`src/rtl/odd_seq_checker_sat_counter.sv`:
```
// Saturating up-counter with synchronous active-low reset and synchronous clear.
module sat_counter #(
  parameter int unsigned WIDTH = 8
) (
  input  logic             clk,
  input  logic             rst,
  input  logic             inc,
  input  logic             clr,
  output logic [WIDTH-1:0] count
);

  logic [WIDTH-1:0] r_count;

  // Count up on inc, stick at all-ones; reset and clear take priority.
  always_ff @(posedge clk) begin
    if (!rst) begin
      r_count <= '0;
    end else if (clr) begin
      r_count <= '0;
    end else if (inc && (r_count != '1)) begin
      r_count <= r_count + WIDTH'(1);
    end
  end

  assign count = r_count;

endmodule

```
`config.mk`:
```
export PLATFORM = sky130hd
export DESIGN_NAME = sat_counter
export DESIGN_NICKNAME = d
export VERILOG_FILES = /design/src/rtl/odd_seq_checker_sat_counter.sv
export SDC_FILE = /design/constraint.sdc
export NUM_CORES = 1
export LEC_CHECK = 0
export CORE_AREA = 8 8 45 47
export CTS_CLUSTER_DIAMETER = 60
export DETAILED_ROUTE_END_ITERATION = 8
export DIE_AREA = 0 0 53 55
export GPL_ROUTABILITY_DRIVEN = 0
export GPL_TIMING_DRIVEN = 0
export HOLD_SLACK_MARGIN = 0.05
export MAX_ROUTING_LAYER = met4
export PLACE_DENSITY = 0.65
export SLEW_MARGIN = 20
export SYNTH_ARGS = -nofsm -noshare
export SYNTH_HDL_FRONTEND = slang
export SYNTH_SLANG_ARGS = --single-unit
```
`constraint.sdc`:
```
create_clock -name clk -period 1.6 [get_ports clk]
set_input_delay 0.32 -clock clk [delete_from_list [all_inputs] [get_ports clk]]
set_output_delay 0.32 -clock clk [all_outputs]
set_load 0.02 [all_outputs]
```
Word-level counts from Yosys, hierarchy flattened
Index checks and enable logic that the tools add are counted.
{"block": "word_totals", "regBits": 8, "in_bits": 4, "wordCells": 6}
{"block": "classes", "add_sub_neg": 1, "eq_ne": 1, "bitwise_logic": 1, "reduce_logical": 2}
{"cell": "$add 8x1->8 const B", "n": 1}
{"cell": "$ne 8x8->1 const B", "n": 1}
{"cell": "$reduce_or 2->1", "n": 1}
{"cell": "$logic_and 1x1->1", "n": 1}
{"cell": "$not 1->1", "n": 1}

Depth between registers and ports, before layout
Gate-level depths: netlist (run 1).
{"block": "depth", "depth_word": 2, "mapped_depth": 4}

Worst setup path before layout (run 1)
Ideal clock, no wire load.
{"block": "synth_path", "kind": "register to register", "from": "reg r_count[0] (netlist: count[0])", "to": "reg r_count[5] (netlist: count[5])", "setup_time_ps": 72, "arrival_time_ps": 1263, "setup_slack_ps": 265, "path_stages_with_launch": 5, "n_path_buf": 0, "period_less_slack_ps": 1335, "cell_sequence": "dfxtp_1 > ha_1 > and4_4 > a211oi_2 > mux2i_1"}
{"block": "synth_between", "elab_chain_len": 2, "elab_cells_between_ends": 3}
{"item": "start: declaration", "line": "12", "text": "logic [WIDTH-1:0] r_count;"}
{"item": "start signal: assignment", "line": "21", "text": "r_count <= r_count + WIDTH'(1);"}
{"item": "parallel branches: the longest is 2 deep, another holds $add 8x1->8"}
Several ways; the timed one is not identified.
A chain may end at the register's enable or synchronous reset.

Final worst setup path (run 1)
{"block": "layout_path", "from": "reg r_count[4] (netlist: count[4])", "to": "out count[4]"}
{"item": "end: declaration", "line": "9", "text": "output logic [WIDTH-1:0] count"}
No word-level cell between the ends.

==> flow_metrics.tcl, run 1 <==
set metrics [dict create \
    rows 14 \
    crit_slowest_cell "dfxtp_1" \
    p_leak_nw 0.286 \
    cp_top_family "flip-flops" \
    hold_path_startpoint "count[1]$_SDFFE_PP0P_" \
    syn_inst 46 \
    grt_overflow_total 0 \
    setup_ws_ps 179 \
    post-route-util 0.416 \
    power_density_nw_per_um2 672 \
    fin_area_sq_um 576 \
    dieArea_sq_um 2920 \
    p_seq_frac 0.525 \
    path_max_fanout 9 \
    crit_required_ps 1280 \
    drc_errors 0 \
    slew_violations 0 \
    hp-class "flop to flop" \
    fin_crit_ps 1420 \
    cts_max_level 1 \
    grt_max_degree 10 \
    die_h_um 55 \
    grt.total_usage 0.0795 \
    cts_setup_buffers 0 \
    finalSetupViolCount 0 \
    ys_warn_count 0 \
    largest_register_ff_count 8 \
    dpl_cell_area_sq_um 552 \
    use_met3 0.0374 \
    core_area_sq_um 1380 \
    clock_latency_ps 250 \
    crit_chain "dlygate4sd2_1" \
    hold_path_end "count[1]$_SDFFE_PP0P_" \
    cts_tree "yes" \
    dpl.hpwl_um 721 \
    timing.setup.tns_ps 0 \
    synth.avg_cell_area_sq_um 9.17 \
    relSlewSlack 0.656 \
    p_int_mw 0.301 \
    max_stage_delay_ps 470 \
    ant_nets 0 \
    grt_pass1_wl_um 1620 \
    status "finished clean" \
    met1_usage 0.0838 \
    worstSetupStartpointType "flop" \
    ctsLongestPathBuffers 2 \
    nets 67 \
    arrival_ps 1100 \
    rsz0062_at_grt "false" \
    combPwrFrac 0.068 \
    drt_pass1_iterations 2 \
    tightestPinTransition_ps 515 \
    critPathKind "flop to output pin" \
    routedWlPerCell_um 13.0 \
    numCtsBuffers 3 \
    drive_gt1_frac 0.117 \
    viasPerCell 5.28 \
    synth_area_sq_um 422 \
    endpoint_kind "output pin" \
    fin_skew_ps 2.29 \
    hold_depth 2 \
    cts-root-buf "clkbuf_4" \
    first_global_vias 359 \
    cts.sinks 8 \
    diodes 0 \
    initial_core_util 0.305 \
    grt_use_met2 0.111 \
    io_pins 12 \
    maxCapViolCount 0 \
    ys_seq_elements 8 \
    synthDistinctLibCells 19 \
    port_buffers 11 \
    drt-total-wl_um 991 \
    syn_to_final_growth_pct 36.5 \
    synth_nets 51 \
    r2r_cells 4 \
    hold_viol 0 \
    irDropWorstVdd_v 0.000313 \
    p_clk_frac 0.406 \
    reg2reg_slack_ps 260 \
    fin_crit_sh 0.888 \
    dr.first_iter.drc_count 3 \
    reg2reg_to "count[5]$_SDFFE_PP0P_" \
    num_vias 401 \
    crit_buf_inv 1 \
    seq_area_frac_synth 0.380 \
    p_sw_mw 0.0860 \
    post-place-ws_ps -21.2 \
    rr_startpoint "count[0]$_SDFFE_PP0P_" \
    fmax_mhz 704 \
    grt-busiest-layer "met2" \
    swShare 0.222 \
    die_x_um 53 \
    antenna_found_initial 0 \
    path_clk_slew_ps 60 \
]
[timing repair]
action,in CTS,in global routing
hold buffers,0,0
endpoints found under the hold margin,0,0
pin swaps,0,0
gates resized for setup,5,3
endpoints found under the setup margin,5,3
[power by group through the flow]
stage                     Clock, mW  Sequential (mW)  Combinational (mW)
after floorplan                   0            0.209              0.0107
after global placement            0            0.208              0.0274
after detailed placement          0            0.208              0.0276
after CTS                     0.161            0.203              0.0268
after global routing          0.180            0.203              0.0287
final                         0.157            0.203              0.0265
[tightest hold or removal path: cells and delay by family (launching register included)]
family / cells / cell delay (ps)
flip-flops: 1 / 340
multiplexers: 1 / 60
AND/OR/NAND/NOR: 1 / 60
[cells in the mapped netlist]
cell	n	area share
nand3_1	1	0.012
nor2b_2	1	0.021
a21oi_1	5	0.059
nand4_1	1	0.015
a31oi_1	2	0.030
and3_1	1	0.015
nor3_1	2	0.024
nand2b_1	3	0.045
and4_4	1	0.027
o21ai_0	2	0.024
and4_1	4	0.083
a211oi_2	1	0.030
nand2_1	5	0.045
a311oi_1	1	0.021
nor2b_1	3	0.045
a21boi_2	1	0.027
dfxtp_1	8	0.38
mux2i_1	3	0.071
ha_1	1	0.030
[metal layers]
layer,part of all wire,wire length (um),up-vias
met5,0,0,-
met4,0.025,25,0
met3,0.074,73,2
met2,0.45,444,10
met1,0.45,449,179
li1,-,-,210
[placed cells by master, fill, tap and decap left out, types with 2 or more instances in the layout]
cell type,count
dlygate4sd2_1,5
o21ai_0,2
a21oi_1,5
nand2_1,5
dlymetal6s2s_1,3
nand2b_1,3
nor2b_1,3
dfxtp_1,8
a31oi_1,2
mux2i_1,3
clkbuf_4,3
nor3_1,2
and4_1,4
clkdlybuf4s50_1,3
[cell type report]
class | instances | area (sq um)
repair buffers | 11 | 111
flip-flops and latches | 8 | 160
clock buffers | 3 | 22.5
multi-input cells | 38 | 262
well taps | 16 | 20.0
fillers | 144 | 808
[worst max-delay path by stage]
| stage | start | end | slack [ps] | cells after the start |
|---|---|---|---|---|
| after global placement | rst | count[4]$_SDFFE_PP0P_ | -30 | 4 |
| after floorplan | count[0]$_SDFFE_PP0P_ | count[5]$_SDFFE_PP0P_ | 270 | 4 |
| final | count[4]$_SDFFE_PP0P_ | count[4] | 180 | 1 |
| after CTS | count[1]$_SDFFE_PP0P_ | count[1] | 7 | 1 |
| after global routing | rst | count[3]$_SDFFE_PP0P_ | 80 | 4 |
| after detailed placement | rst | count[3]$_SDFFE_PP0P_ | -20 | 4 |
[metrics by stage]
step           cells  power, mW  hold WS, ps
3_5_place_dp      73      0.235          507
4_1_cts           76      0.391          512
3_3_place_gp      73      0.235          491
2_1_floorplan     46      0.220          503
6_report          76      0.387          508
5_1_grt           76      0.412          537
[logic make-up after synthesis]
| kind of cell | Yosys count | synth area share |
|---|---|---|
| simple gates | 22 | 0.329 |
| flops | 8 | 0.380 |
| compound gates | 12 | 0.190 |
| mux | 3 | 0.0712 |
| fa+ha+maj | 1 | 0.0297 |
Power figures use the tool's default switching activity.
==> inputs of run 2 (changes only) <==
SLEW_MARGIN = not set   (was 20)
==> results of run 2 <==
Same layout as run 1: the final DEF is identical, and so are final timing and power.
==> inputs of run 3 (changes only) <==
CAP_MARGIN = 20   (was not set)
PLACE_DENSITY = not set   (was 0.65)
==> flow_metrics.tcl, run 3 (synthesis results as in run 1) <==
set metrics [dict create \
    ctsHoldBuffers 0 \
    crit_required_ps 1280 \
    grt_overflow_total 0 \
    viasPerCell 5.09 \
    drc_errors 0 \
    path_max_fanout 9 \
    antenna_found_initial 0 \
    worstSetupStartpointType "flop" \
    p_int_mw 0.301 \
    nets 67 \
    p_clk_frac 0.401 \
    tightestPinTransition_ps 519 \
    use_met3 0.0481 \
    status "finished clean" \
    critPathKind "flop to output pin" \
    arrival_ps 1090 \
    p_sw_mw 0.0829 \
    hold_slack_ps 504 \
    cts_max_level 1 \
    grt_use_met2 0.111 \
    crit_chain "dlygate4sd2_1" \
    grt_max_degree 10 \
    ant_nets 0 \
    cts-root-buf "clkbuf_4" \
    finalSetupViolCount 0 \
    routedWlPerCell_um 12.1 \
    relSlewSlack 0.654 \
    cts_tree "yes" \
    first_global_vias 336 \
    drt-total-wl_um 922 \
    diodes 0 \
    hp-class "flop to flop" \
    combPwrFrac 0.069 \
    p_seq_frac 0.530 \
    irDropWorstVdd_v 0.000281 \
    port_buffers 11 \
    hold_viol 0 \
    endpoint_kind "output pin" \
    crit_buf_inv 1 \
    crit_slowest_cell "dfxtp_1" \
    fmax_mhz 710 \
    grt-busiest-layer "met2" \
    grt.total_usage 0.0700 \
    final_cell_mix "dfxtp_1, a21oi_1, nand2_1, dlygate4sd2_1, and4_1" \
    power_density_nw_per_um2 667 \
    die_h_um 55 \
    hold_depth 2 \
    dieArea_sq_um 2920 \
    drt_pass1_iterations 4 \
    r2r_cells 4 \
    worst-path-stages 1 \
    rows 14 \
    setup_ws_ps 192 \
    dpl.hpwl_um 698 \
    post-layout-total-power_mw 0.384 \
    core_area_sq_um 1380 \
    maxCapViolCount 0 \
    max_stage_delay_ps 460 \
    fin_crit_sh 0.880 \
    clock_latency_ps 250 \
    grt_pass1_wl_um 1440 \
    dr.first_iter.drc_count 11 \
    largest_register_ff_count 8 \
    fill_cells 144 \
    p_leak_nw 0.286 \
    drive_gt1_frac 0.117 \
    cts.sinks 8 \
    syn_to_final_growth_pct 36.5 \
    numCtsBuffers 3 \
    path_clk_slew_ps 50 \
    fin_crit_ps 1410 \
    ctsLongestPathBuffers 2 \
    swShare 0.216 \
    post-place-ws_ps -50.1 \
    die_x_um 53 \
    slew_violations 0 \
    initial_core_util 0.305 \
    final_common_cell "dfxtp_1" \
    cp_top_family "flip-flops" \
    num_vias 387 \
    fin_skew_ps 7.54 \
    io_pins 12 \
    rsz0062_at_grt "false" \
    met1_usage 0.0658 \
]
## run 3: cell counts in the layout (fill, tap and decap cells not counted)
Identical to the previous run, type by type.
## run 3: path summary, 6_finish.rpt
check                         from                     to  slack (ps)
min          count[1]$_SDFFE_PP0P_  count[1]$_SDFFE_PP0P_         500
max          count[4]$_SDFFE_PP0P_               count[4]         190
min reg2reg  count[1]$_SDFFE_PP0P_  count[1]$_SDFFE_PP0P_         500
max reg2reg  count[0]$_SDFFE_PP0P_  count[5]$_SDFFE_PP0P_         270
## run 3: timing repair
action,4_1_cts,5_1_grt
resized for setup,5,3
setup buffers,0,0
endpoints found under the setup margin,5,3
## run 3: through the flow
stage	util	TNS [ps]	cell area, sq um	cells
after floorplan	-	0	422	46
after global placement	0.399	-67.0	552	73
after detailed placement	0.399	-86.3	552	73
after CTS	0.410	0	568	76
after global routing	0.416	0	576	76
final	0.416	0	576	76
## run 3: per-layer routing
metal  vias up  share of wire
li1        208              -
met1       168           0.43
met2         9           0.47
met3         2          0.073
met4         0          0.021
met5         -              0
## run 3: area by class of cell
class / count / area, sq um / share of cell area
well taps: 16 / 20.0 / 0.0348
flip-flops and latches: 8 / 160 / 0.278
multi-input cells: 38 / 262 / 0.454
clock buffers: 3 / 22.5 / 0.0391
repair buffers: 11 / 111 / 0.193
## run 3: power by group through the flow
stage               clock network [mW]  logic (mW)  registers (mW)
global route                     0.179      0.0284           0.203
CTS                              0.158      0.0271           0.203
global placement                     0      0.0274           0.208
finish                           0.154      0.0265           0.203
detailed placement                   0      0.0279           0.208
floorplan                            0      0.0107           0.209
## run 3: worst register-to-register path: cells and delay by family, from the launching register on
| kind | cells | cell delay [ps] |
|---|---|---|
| DFF | 1 | 350 |
| adders and majority gates | 1 | 250 |
| AOI/OAI and AO/OA | 1 | 240 |
| and+or+nand+nor | 1 | 230 |
| muxes | 1 | 200 |
